[config.mk]
export PLATFORM = sky130hd
export DESIGN_NAME = apb_master_nslv
export DESIGN_NICKNAME = d
export VERILOG_FILES = /design/src/rtl/apb_master_nslv.sv
export SDC_FILE = /design/constraint.sdc
export NUM_CORES = 1
export LEC_CHECK = 0
export ABC_CLOCK_PERIOD_IN_PS = 4600
export BUFFER_PORTS_ARGS = -buffer_cell sky130_fd_sc_hd__buf_2
export CAP_MARGIN = 20
export CORE_AREA = 2 2 176 178
export DETAILED_ROUTE_END_ITERATION = 7
export DIE_AREA = 0 0 178 180
export GPL_ROUTABILITY_DRIVEN = 0
export PLACE_DENSITY = 0.45
export SYNTH_ARGS = -nofsm -noshare
export SYNTH_HDL_FRONTEND = slang
export SYNTH_SLANG_ARGS = --single-unit
[constraint.sdc]
create_clock -name PCLK -period 4.6 [get_ports PCLK]
set_clock_uncertainty 0.15 [all_clocks]
set_input_delay 0.92 -clock PCLK [delete_from_list [all_inputs] [get_ports PCLK]]
set_output_delay 0.92 -clock PCLK [all_outputs]
set_load 0.01 [all_outputs]
[src/rtl/apb_master_nslv.sv]
// apb_master_nslv: APB master bridge with an address-decoded fabric of NUM_SLV slaves.
// A CPU data-port request (transfer strobe) becomes one APB SETUP/ACCESS transfer. The CPU
// then holds until a one-cycle ready pulse returns rdata and an error flag.
//
// Ports:
//   PCLK, PRESET             clock (rising edge) and asynchronous active-low reset
//   transfer, write          CPU request strobe (sampled in IDLE only) and direction
//   addr, wdata              CPU byte address and write data, latched with the request
//   rdata, ready, error      completion pulse with read data and error status
//   PADDR, PWDATA, PWRITE    APB address/data/direction, held from SETUP through ACCESS
//   PENABLE, PSEL            APB enable and one-hot slave select
//   PRDATA, PREADY, PSLVERR  flat per-slave response buses (slave i at slice i)
module apb_master_nslv #(
   parameter int unsigned       NUM_SLV     = 8,
   parameter int unsigned       ADDR_W      = 32,
   parameter int unsigned       DATA_W      = 32,
   parameter logic [ADDR_W-1:0] SLV_BASE    = 32'h1000_0000,
   parameter int unsigned       SLV_SZ_LOG2 = 12,
   parameter int unsigned       TIMEOUT     = 16
) (
   input  logic                      PCLK,
   input  logic                      PRESET,
   input  logic                      transfer,
   input  logic                      write,
   input  logic [ADDR_W-1:0]         addr,
   input  logic [DATA_W-1:0]         wdata,
   output logic [DATA_W-1:0]         rdata,
   output logic                      ready,
   output logic                      error,
   output logic [ADDR_W-1:0]         PADDR,
   output logic [DATA_W-1:0]         PWDATA,
   output logic                      PWRITE,
   output logic                      PENABLE,
   output logic [NUM_SLV-1:0]        PSEL,
   input  logic [NUM_SLV*DATA_W-1:0] PRDATA,
   input  logic [NUM_SLV-1:0]        PREADY,
   input  logic [NUM_SLV-1:0]        PSLVERR
);

   localparam int unsigned IDX_W = (NUM_SLV > 1) ? $clog2(NUM_SLV) : 1;
   // Counter only needs to reach TIMEOUT-1; it simply wraps when TIMEOUT is 0.
   localparam int unsigned CNT_W = (TIMEOUT > 1) ? $clog2(TIMEOUT) : 1;
   localparam logic [CNT_W-1:0] CNT_LAST = CNT_W'(TIMEOUT - 1);

   typedef enum logic [1:0] {StIdle, StSetup, StAccess, StDone} state_e;

   state_e              state_q, state_d;
   logic [ADDR_W-1:0]   addr_q, addr_d;
   logic [DATA_W-1:0]   wdata_q, wdata_d;
   logic                write_q, write_d;
   logic [IDX_W-1:0]    idx_q, idx_d;
   logic [CNT_W-1:0]    cnt_q, cnt_d;
   logic [DATA_W-1:0]   rdata_q, rdata_d;
   logic                error_q, error_d;

   // Address decode of the live CPU address, used only when a request is accepted.
   logic [ADDR_W-1:0]   dec_off;
   logic [ADDR_W-1:0]   dec_win;
   logic                dec_mapped;

   always_comb begin
      dec_off    = addr - SLV_BASE;
      dec_win    = dec_off >> SLV_SZ_LOG2;
      // The lower-bound test rejects addresses whose subtraction wrapped around.
      dec_mapped = (addr >= SLV_BASE) && (dec_win < ADDR_W'(NUM_SLV));
   end

   always_comb begin
      state_d = state_q;
      addr_d  = addr_q;
      wdata_d = wdata_q;
      write_d = write_q;
      idx_d   = idx_q;
      cnt_d   = '0;
      rdata_d = rdata_q;
      error_d = error_q;
      unique case (state_q)
         StIdle: begin
            if (transfer) begin
               addr_d  = addr;
               wdata_d = wdata;
               write_d = write;
               if (dec_mapped) begin
                  idx_d   = dec_win[IDX_W-1:0];
                  state_d = StSetup;
               end else begin
                  rdata_d = '0;
                  error_d = 1'b1;
                  state_d = StDone;
               end
            end
         end
         StSetup: begin
            state_d = StAccess;
         end
         StAccess: begin
            cnt_d = cnt_q + 1'b1;
            if (PREADY[idx_q]) begin
               rdata_d = write_q ? '0 : PRDATA[idx_q*DATA_W +: DATA_W];
               error_d = PSLVERR[idx_q];
               state_d = StDone;
            end else if ((TIMEOUT != 0) && (cnt_q == CNT_LAST)) begin
               rdata_d = '0;
               error_d = 1'b1;
               state_d = StDone;
            end
         end
         StDone: begin
            state_d = StIdle;
         end
         default: state_d = StIdle;
      endcase
   end

   always_ff @(posedge PCLK or negedge PRESET) begin
      if (!PRESET) begin
         state_q <= StIdle;
         addr_q  <= '0;
         wdata_q <= '0;
         write_q <= 1'b0;
         idx_q   <= '0;
         cnt_q   <= '0;
         rdata_q <= '0;
         error_q <= 1'b0;
      end else begin
         state_q <= state_d;
         addr_q  <= addr_d;
         wdata_q <= wdata_d;
         write_q <= write_d;
         idx_q   <= idx_d;
         cnt_q   <= cnt_d;
         rdata_q <= rdata_d;
         error_q <= error_d;
      end
   end

   // Outputs decode straight from the state register, so an asynchronous reset drops
   // PSEL/PENABLE without waiting for a clock edge.
   always_comb begin
      PSEL = '0;
      if ((state_q == StSetup) || (state_q == StAccess)) begin
         PSEL[idx_q] = 1'b1;
      end
      PENABLE = (state_q == StAccess);
      ready   = (state_q == StDone);
      rdata   = ready ? rdata_q : '0;
      error   = ready ? error_q : 1'b0;
      PADDR   = addr_q;
      PWDATA  = wdata_q;
      PWRITE  = write_q;
   end

endmodule

==> impl_results.md <==
* Status: complete, no violations
* Initial antenna violation count at 2
* Psw at 1460 uW
* Unrepaired setup endpoints after global routing: no
* Reg clk slew, reported paths at around 80 ps
* Global-route wire length before repair at 34700 um
* Post-synth ARST share at between 90% and 100%
* Die area at 0.0320 mm^2
* Most common cell after layout, fill and taps aside: buf_2
* Comb pwr share at about 44%
* Total track usage at 14.2%
* Max VDD drop at around 0.25 mV
* Postcts setup bufs at 0
* Grt total ovfl at 0
* Total wire length at 23300 um
* CTS sink count at 107
* Hold WC Path Type: flop to flop
* Via Count at 5697
* Post-route DRC violation count at 0
* Htree depth at 3
* Core area at 0.0302 mm^2
* DR vias/cell at 4.37
* Rel. slew slack at 48.3%
* Routed WL per cell at about 18 um
* Sequential group share of total power at 36.9%
* Place WS at 1320 ps
* Syn Area/Cell at 14.2 um^2
* Setup_tns at 0 ps
* Endpoint class of the critical path: flop
* Starting DRT DRC Count at 167
* Vias in the first global route at around 6000
* CTS Hold Bufs at 0
* Die W at around 180 um
* Seq/Total Area, Yosys at roughly 40%
* Pleak at 0.00460 uW
* TritonCTS clock tree: built
* Max-cap viol count at 0
* Final setup violation count at 0
* Least-Margin Pin Slew at a little under 800 ps
* Fin. Hold Viols at 0
* Internal Power at between 2000 and 3000 uW
* Antenna Violating Nets Remaining at 0
* CP required at approximately 4700 ps
* Nets@finish at about 1200
* Post-Syn Nets at 819
* Share of layout cells above drive strength 1 at a little under three quarters
* Clk root buf: clkbuf_16
* Fin. max-slew vios at 0
* Hold path depth at 1
* Worst Path Arrival at 3110 ps
* Post-Synthesis Cells at 474
* Die height at 180 um
* Starting Density at 22.3%
* Minimum clock period at 3020 ps
* Final period util at about two thirds
* Mapped Area at 0.00672 mm^2
* Worst Slack Setup Final at 1580 ps
* Pwr Density at 435 mW/mm^2
* Most frequent cells in the layout: buf_2 (446), dfrtp_1 (104), mux2_2 (73)
* DP Wirelength at 18900 um
* Largest net degree at the start of global routing at 66
* Port-buffer cells at 447
* Final core occ at 32.1%
* Area grow syn2layout at 44.1%
* FMAX at around 330 MHz
* CP Class: flop to flop
* Sw Share at between 30% and 40%
* Reg2Reg Depth at 6
* Clock buffer depth at 2
* YS warnings at 0
* Post-CTS resize count at 0
* DRT Pass-1 Iters at 4
* Clock power frac at a little under a fifth
* Count of cell types in the netlist at 33
* Worst Path Max Fanout at 33
* Row count at 64
* # IOs at 448
* TritonCTS Buffers at 9
* Top_reg_cell synth: dfrtp_1
* CP Launch Type: flop
* Post-synth EDFFs at 0
* Synth Register Bits at ~110
* Clk_lat worst skew at 350 ps
[sequential cells by signal, summed over array words and instances (netlist names)]
register	count
PWDATA	32
PWRITE	1
rdata_q	32
cnt_q	4
PADDR	32
idx_q	3
state_q	2
error_q	1
[path summary, 6_finish.rpt]
path | from | end | slack, ps
min in group asynchronous | PRESET | PWDATA[10] | 410
min | cnt_q[0] | cnt_q[0] | 320
max reg2reg | state_q[0] | rdata_q[0] | 1580
max in group asynchronous | PRESET | rdata_q[1] | 3090
min reg2reg | cnt_q[0] | cnt_q[0] | 320
max | state_q[0] | rdata_q[0] | 1580
[worst max-delay path: stages (launching register included)]
cell and delay [ps]:
dfrtp_1 380, inv_1 120, ha_1 330, nand2_2 500
a221oi_4 410, buf_4 580, mux2_2 400
[layout make-up]
class	instances	area, um^2
fillers	3118	20500
clock buffers	10	239
repair buffers	456	2340
flip-flops and latches	107	2690
clock inverters	6	62.6
diodes	1	2.50
multi-input cells	326	3850
inverters	3	11.3
well taps	396	495
[stage by stage]
stage               cells  total power [uW]  instance area [um^2]  hold WS [ps]
global placement     1287              3450                  9350           307
finish               1305              4220                  9680           323
global route         1304              4520                  9680           338
detailed placement   1287              3470                  9350           313
CTS                  1303              4280                  9650           324
floorplan             474              2710                  6720           282
[kinds of logic after synthesis]
group	synth area share (%)
xor+xnor	0.261
compound gates	1.08
simple gates	8.53
buf+inv	2.94
flops	39.8
fa+ha+maj	0.931
mux	46.4
[cells in the mapped netlist (5+ instances only)]
cell type | number | area, um^2
buf_2 | 11 | 55.1
nand2b_1 | 5 | 31.3
clkbuf_1 | 18 | 67.6
mux2_4 | 30 | 450
mux4_2 | 66 | 1490
ha_1 | 5 | 62.6
mux2_2 | 73 | 822
nand2_1 | 6 | 22.5
dfrtp_1 | 107 | 2680
nor2_1 | 42 | 158
and2_1 | 36 | 225
mux2i_1 | 36 | 360
[power by group through the flow]
stage	Sequential, uW	Clock, uW	Combinational (uW)
after floorplan	1700	0	1010
after global placement	1580	0	1870
after detailed placement	1580	0	1880
after CTS	1560	835	1880
after global routing	1610	868	2050
final	1560	790	1870
[per-layer routing]
metal  wire [um]  part of all wire [%]  vias up  global-route usage, %
met5          11                 0.047        -                      0
met4         297                   1.3        2                   3.11
met3        1500                   6.5       17                   3.00
met2       11400                    49      263                   24.2
met1       10100                    43     2764                   18.3
li1            -                     -     2651                      -
(Power assumes the default switching activity.)
